## config.mk

```make
export PLATFORM = sky130hd
export DESIGN_NAME = sdram_avm_bridge
export DESIGN_NICKNAME = d
export VERILOG_FILES = /design/src/rtl/sdram_bridge_pkg.sv /design/src/rtl/sdram_cmd_fifo.sv /design/src/rtl/sdram_avm_bridge.sv
export SDC_FILE = /design/constraint.sdc
export NUM_CORES = 1
export LEC_CHECK = 0
export CAP_MARGIN = 40
export CORE_ASPECT_RATIO = 0.6
export CORE_MARGIN = 1
export CORE_UTILIZATION = 35
export CTS_CLUSTER_SIZE = 20
export DETAILED_ROUTE_END_ITERATION = 10
export GPL_ROUTABILITY_DRIVEN = 0
export GPL_TIMING_DRIVEN = 0
export MAX_ROUTING_LAYER = met4
export PLACE_DENSITY = 0.6
export RECOVER_POWER = 100
export SLEW_MARGIN = 5
export SYNTH_ARGS = -nofsm -noshare
export SYNTH_HDL_FRONTEND = slang
export SYNTH_SLANG_ARGS = --single-unit
```

## constraint.sdc

```tcl
create_clock -name clk_clk -period 5.4 [get_ports clk_clk]
set_input_delay 0.54 -clock clk_clk [delete_from_list [all_inputs] [get_ports clk_clk]]
set_output_delay 0.54 -clock clk_clk [all_outputs]
set_load 0.01 [all_outputs]
```

## src/rtl/sdram_bridge_pkg.sv

```systemverilog
// Shared widths, the command record carried through the bridge FIFO and the
// byte-to-word address helper for the Avalon-MM to SDRAM command bridge.
package sdram_bridge_pkg;

  localparam int PKG_ADDR_W = 32;
  localparam int PKG_DATA_W = 32;
  localparam int PKG_BE_W   = PKG_DATA_W / 8;

  typedef struct packed {
    logic                  write;
    logic [PKG_ADDR_W-3:0] addr;
    logic [PKG_DATA_W-1:0] wdata;
    logic [PKG_BE_W-1:0]   be;
  } cmd_t;

  function automatic logic [PKG_ADDR_W-3:0] word_addr(input logic [PKG_ADDR_W-1:0] byte_addr);
    return (PKG_ADDR_W-2)'(byte_addr >> 2);
  endfunction

endpackage

```

## src/rtl/sdram_cmd_fifo.sv

```systemverilog
// First-word-fall-through command FIFO: dout_o always shows the head entry,
// empty_o/count_o describe occupancy. DEPTH must be a power of two.
module sdram_cmd_fifo
  import sdram_bridge_pkg::*;
#(
  parameter  int DEPTH = 4,
  localparam int AW    = $clog2(DEPTH),
  localparam int CW    = AW + 1
) (
  input  logic          clk_i,
  input  logic          rst_ni,
  input  logic          push_i,
  input  cmd_t          din_i,
  input  logic          pop_i,
  output cmd_t          dout_o,
  output logic          empty_o,
  output logic [CW-1:0] count_o
);

  cmd_t          mem_q [DEPTH];
  logic [AW-1:0] wr_ptr_q, wr_ptr_d;
  logic [AW-1:0] rd_ptr_q, rd_ptr_d;
  logic [CW-1:0] count_q, count_d;
  logic          do_push, do_pop;

  always_comb begin
    do_pop   = pop_i & (count_q != '0);
    do_push  = push_i & (count_q != CW'(DEPTH));
    wr_ptr_d = do_push ? wr_ptr_q + AW'(1) : wr_ptr_q;
    rd_ptr_d = do_pop ? rd_ptr_q + AW'(1) : rd_ptr_q;
    count_d  = count_q + CW'(do_push) - CW'(do_pop);
  end

  // Storage needs no reset: only pointer/count state decides what is visible.
  always_ff @(posedge clk_i) begin
    if (do_push) mem_q[wr_ptr_q] <= din_i;
  end

  always_ff @(posedge clk_i or negedge rst_ni) begin
    if (!rst_ni) begin
      wr_ptr_q <= '0;
      rd_ptr_q <= '0;
      count_q  <= '0;
    end else begin
      wr_ptr_q <= wr_ptr_d;
      rd_ptr_q <= rd_ptr_d;
      count_q  <= count_d;
    end
  end

  assign dout_o  = mem_q[rd_ptr_q];
  assign empty_o = (count_q == '0);
  assign count_o = count_q;

endmodule

```

## src/rtl/sdram_avm_bridge.sv

```systemverilog
// Avalon-MM slave to SDRAM controller command/response bridge with a registered
// waitrequest. Optional access counters are enabled with `define BRIDGE_STATS_EN.
module sdram_avm_bridge
  import sdram_bridge_pkg::*;
#(
  parameter int ADDR_W      = PKG_ADDR_W,
  parameter int DATA_W      = PKG_DATA_W,
  parameter int BE_W        = PKG_BE_W,
  parameter int CMD_DEPTH   = 4,
  parameter int MAX_RD_PEND = 4
) (
  input  logic              clk_clk,
  input  logic              reset_reset_n,
  input  logic [ADDR_W-1:0] avs_address,
  input  logic              avs_read,
  input  logic              avs_write,
  input  logic [DATA_W-1:0] avs_writedata,
  input  logic [BE_W-1:0]   avs_byteenable,
  output logic              avs_waitrequest,
  output logic [DATA_W-1:0] avs_readdata,
  output logic              avs_readdatavalid,
  output logic              cmd_valid,
  input  logic              cmd_ready,
  output logic              cmd_write,
  output logic [ADDR_W-3:0] cmd_addr,
  output logic [DATA_W-1:0] cmd_wdata,
  output logic [BE_W-1:0]   cmd_be,
  input  logic              rsp_valid,
  input  logic [DATA_W-1:0] rsp_data,
`ifdef BRIDGE_STATS_EN
  output logic [15:0]       stat_wr_cnt,
  output logic [15:0]       stat_rd_cnt,
`endif
  output logic              err_o
);

  localparam int CW = $clog2(CMD_DEPTH) + 1;
  localparam int RW = 6;
  localparam logic [CW-1:0] FIFO_HI = CW'(CMD_DEPTH - 1);
  localparam logic [RW-1:0] RD_HI   = RW'(MAX_RD_PEND - 1);

  // Handshakes: an Avalon access is taken on any cycle with read|write high and
  // waitrequest low; a command transfers on cmd_valid & cmd_ready and cmd_* hold
  // while cmd_valid & !cmd_ready; rsp_valid is a one-cycle strobe with no ready.
  logic              wait_q, wait_d;
  logic              rdv_q;
  logic [DATA_W-1:0] rdata_q;
  logic              err_q, err_d;
  logic [RW-1:0]     pend_q, pend_d;
  logic [RW-1:0]     rdq_q, rdq_d;
  logic [CW-1:0]     fifo_cnt, fifo_cnt_nxt;
  logic              fifo_empty;
  cmd_t              push_cmd, head;
  logic              accept, push, pop, pop_rd, rsp_ok;

  always_comb begin
    accept         = (avs_read | avs_write) & ~wait_q;
    // Write wins over a simultaneous read; an all-lanes-off write is a no-op.
    push           = accept & (~avs_write | (avs_byteenable != '0));
    push_cmd.write = avs_write;
    push_cmd.addr  = word_addr(avs_address);
    push_cmd.wdata = avs_writedata;
    push_cmd.be    = avs_byteenable;
    pop            = ~fifo_empty & cmd_ready;
    pop_rd         = pop & ~head.write;
    rsp_ok         = rsp_valid & (pend_q != '0);
    pend_d         = pend_q + RW'(pop_rd) - RW'(rsp_ok);
    rdq_d          = rdq_q + RW'(push & ~avs_write) - RW'(pop_rd);
    fifo_cnt_nxt   = fifo_cnt + CW'(push) - CW'(pop);
    // Raised one entry early so an access landing as it rises still fits.
    wait_d         = (fifo_cnt_nxt >= FIFO_HI) | ((pend_d + rdq_d) >= RD_HI);
    err_d          = err_q
                   | (accept & avs_read & avs_write)
                   | (push & (avs_address[1:0] != 2'b00))
                   | (rsp_valid & ~rsp_ok);
  end

  sdram_cmd_fifo #(.DEPTH(CMD_DEPTH)) u_cmd_fifo (
    .clk_i   (clk_clk),
    .rst_ni  (reset_reset_n),
    .push_i  (push),
    .din_i   (push_cmd),
    .pop_i   (pop),
    .dout_o  (head),
    .empty_o (fifo_empty),
    .count_o (fifo_cnt)
  );

  always_ff @(posedge clk_clk or negedge reset_reset_n) begin
    if (!reset_reset_n) begin
      wait_q  <= 1'b1;
      rdv_q   <= 1'b0;
      rdata_q <= '0;
      err_q   <= 1'b0;
      pend_q  <= '0;
      rdq_q   <= '0;
    end else begin
      wait_q <= wait_d;
      rdv_q  <= rsp_ok;
      if (rsp_ok) rdata_q <= rsp_data;
      err_q  <= err_d;
      pend_q <= pend_d;
      rdq_q  <= rdq_d;
    end
  end

  assign avs_waitrequest   = wait_q;
  assign avs_readdatavalid = rdv_q;
  assign avs_readdata      = rdata_q;
  assign cmd_valid         = ~fifo_empty;
  assign cmd_write         = head.write;
  assign cmd_addr          = head.addr;
  assign cmd_wdata         = head.wdata;
  assign cmd_be            = head.be;
  assign err_o             = err_q;

`ifdef BRIDGE_STATS_EN
  logic [15:0] wr_cnt_q, rd_cnt_q;

  always_ff @(posedge clk_clk or negedge reset_reset_n) begin
    if (!reset_reset_n) begin
      wr_cnt_q <= '0;
      rd_cnt_q <= '0;
    end else begin
      if (push & avs_write & (wr_cnt_q != 16'hFFFF)) wr_cnt_q <= wr_cnt_q + 16'd1;
      if (push & ~avs_write & (rd_cnt_q != 16'hFFFF)) rd_cnt_q <= rd_cnt_q + 16'd1;
    end
  end

  assign stat_wr_cnt = wr_cnt_q;
  assign stat_rd_cnt = rd_cnt_q;
`endif

endmodule

```

==> results.md <==
* Fin. Hold Viols at 0
* Number of synthesized flops with an enable pin at 268
* Critical path startpoint: avs_write
* Most frequent cells in the layout: edfxtp_1, dlygate4sd3_1, nand2_1
* Post-Syn Area per Cell at 19.4 sq um
* Drt wl/cell at 18.6 um
* Worst reg2reg startpoint: pend_q[4]$_DFF_PN0_
* Vias in the first global route at 6694
* Mux share of post-synthesis cell area at 0.121
* Synthesis warning total at 0
* Main synth FF type: edfxtp_1
* CTS tree: yes
* Sink Count at 322
* WP data arrival at 4980 ps
* Compound-gate portion of the synthesized area at 0.0175
* CTS Buf Count at 31
* Tmin final at 4810 ps
* Drt first pass iters at 4
* Slew @ Worst Pin at 1960 ps
* Synth Register Bits at 322
* Drc violations at 0
* WS Path Type: in2reg
* Syn Inst Count at 641
* Post-route antenna net violation count at 0
* Core area at 35000 sq um
* Via density per instance at 4.62
* Util after Layout at 0.464
* DIE HEIGHT at 148 um
* Post-synthesis sequential area ratio at 0.754
* Slew Viols, Final at 132
* XOR/XNOR share of the synthesized area at 0.0128
* Ports at 209
* Post-route cell area at 16200 sq um
* Clock Tree Root: clkbuf_16
* Max-capacitance violation count at 5
* Largest family of logic cells by synthesized area: multiplexers
* Post-layout nets at 1025
* Antenna violations before repair at 7
* Post-Syn Area at 12500 sq um
* Worst Skew at 14.4 ps
* Post-detailed-routing wire length at 25.7 mm
* Fraction of registers with async set/reset at 0.168
* First-pass GRT wire length at 39.5 mm
* Fmax at 208 MHz
* Row cnt at 53
* Die W at 246 um
* Hold Path Class: reg2reg
* Die area at 36400 sq um
* DPL Wire Length at 16.8 mm
* Post-CTS sizing at 0
* Adder-cell area share of the yosys netlist at 0.0339
* Outcome: finished with violations
* Dpl cell area at 15300 sq um
* # setup viols final at 0
* RSZ-0062 raised after global routing: no
* Commonest non-fill, non-tap cell in the layout: edfxtp_1
* Port bufs at 208
* PwrDens at 505 nW/um^2
* Tot GR Track Use at 0.147
* Syn Nets at 777
* Min-Delay Startpoint: avs_readdata[0]$_DFFE_PN0P_
* Failing checks: max-capacitance violations, max-slew violations
* Largest net degree at the start of global routing at 50
* Leak at 5.81 nW
* Synth Area in Simple Gates at 0.0436
* Worst hold margin at 468 ps
* Starting Density at 0.356
* Period utilization at 0.892
* Worst Setup Start Kind: input port
* Req. time, crit path at 5570 ps
* Overflow left after global routing at 0
* H-tree Lvls at 1
* Synth-to-Final Area Change at 30.2%
* DRT iter0 DRCs at 353
* Worst-path fanout max at 43
* Skew-Pair Late Insertion Delay at 560 ps
* Clock tree buffer depth at 3
* Worst Setup End Kind: flip-flop
* Share of layout cells above drive strength 1 at 0.138
* Clock transition at path regs at 60 ps
* Max transition margin at -0.308
* Max VDD drop at 0.318 mV
* Synth unique cells at 43
* DR vias at 6403
synthesized netlist by cell type, drive strengths merged, types with 2 or more instances:
library cell  count  area [sq um]
fa                5           100
a2111oi           2          36.3
clkbuf            9          33.8
edfxtp          268          8050
a21oi             5          32.5
nor4              2          12.5
and2              5          31.3
nor2              7          28.8
xor2              6          52.6
dfrtp            53          1330
a21o              4          30.0
o31ai             2          15.0
mux4             67          1510
a221oi            2          17.5
xnor2             7          61.3
ha               25           313
nand2b            3          18.8
inv              30           113
o21ai             3          15.0
nand2           100           375
buf              14          65.1
a311o             2          20.0
nand3             4          25.0
and3              2          12.5
logic make-up after synthesis:
group / after synthesis
xor+xnor: 15
flops: 322
simple gates: 128
fa+ha+maj: 31
buf+inv: 53
mux: 67
compound gates: 25
final cells by class:
| class | count | area, sq um |
|---|---|---|
| antenna | 6 | 15.0 |
| buffer | 23 | 88.8 |
| clock buffer | 40 | 820 |
| clock inverter | 18 | 275 |
| fill | 3020 | 18800 |
| inverter | 30 | 113 |
| multi-input combinational | 266 | 2820 |
| sequential | 322 | 9400 |
| tap | 467 | 584 |
| timing repair buffer | 215 | 2110 |
registers in the layout, indices dropped and copies added (netlist names):
signal,flops
u_cmd_fifo.mem_q,268
avs_readdata,32
pend_q,6
rdq_q,6
u_cmd_fifo.count_o,3
u_cmd_fifo.rd_ptr_q,2
u_cmd_fifo.wr_ptr_q,2
avs_readdatavalid,1
avs_waitrequest,1
err_o,1
final timing paths:
kind / endpoint / slack, ps / cells past startpoint
worst max-delay path: u_cmd_fifo.mem_q[0][31]$_DFFE_PP_ / 590 / 6
worst min-delay path: avs_readdata[0]$_DFFE_PN0P_ / 470 / 2
worst max register to register: avs_waitrequest$_DFF_PN1_ / 760 / 23
worst min register to register: avs_readdata[0]$_DFFE_PN0P_ / 470 / 2
max in group asynchronous: u_cmd_fifo.count_o[0]$_DFF_PN0_ / 2360 / 3
min in group asynchronous: avs_readdata[5]$_DFFE_PN0P_ / 710 / 2
repair_timing:
| action | CTS | global route |
|---|---|---|
| endpoints found under the setup margin | 0 | 0 |
| hold buffers | 1 | 0 |
| hold endpoints to repair | 20 | 0 |
| setup buffers | 0 | 0 |
power by group:
part | switching [W] | total (W) | internal (W) | leakage [nW]
clock network | 0.000903 | 0.00231 | 0.00141 | 0.529
logic | 0.00143 | 0.00297 | 0.00154 | 2.23
registers | 0.0000695 | 0.00291 | 0.00284 | 3.05
total | 0.00240 | 0.00819 | 0.00579 | 5.81
stage by stage:
| step | setup slack [ps] | setup TNS [ps] | power [W] | cells |
|---|---|---|---|---|
| floorplan | 1580 | 0 | 0.00496 | 641 |
| global placement | -219 | -50020 | 0.00613 | 1316 |
| detailed placement | 799 | 0 | 0.00616 | 1322 |
| CTS | 735 | 0 | 0.00852 | 1381 |
| global route | 180 | 0 | 0.00871 | 1386 |
| finish | 585 | 0 | 0.00819 | 1387 |
layer usage:
metal / up-vias / track usage / part of all wire
li1: 2975 / - / -
met1: 3213 / 0.213 / 0.49
met2: 178 / 0.209 / 0.44
met3: 37 / 0.0390 / 0.061
met4: 0 / 0.0295 / 0.016
met5: - / - / 0
worst max-delay path: stages:
cell and delay [ps]:
dlygate4sd3_1 690, nor2_1 80, a311o_1 370, a31oi_1 510
and2_0 1540, clkbuf_2 1210
Power figures use the tool's default switching activity.
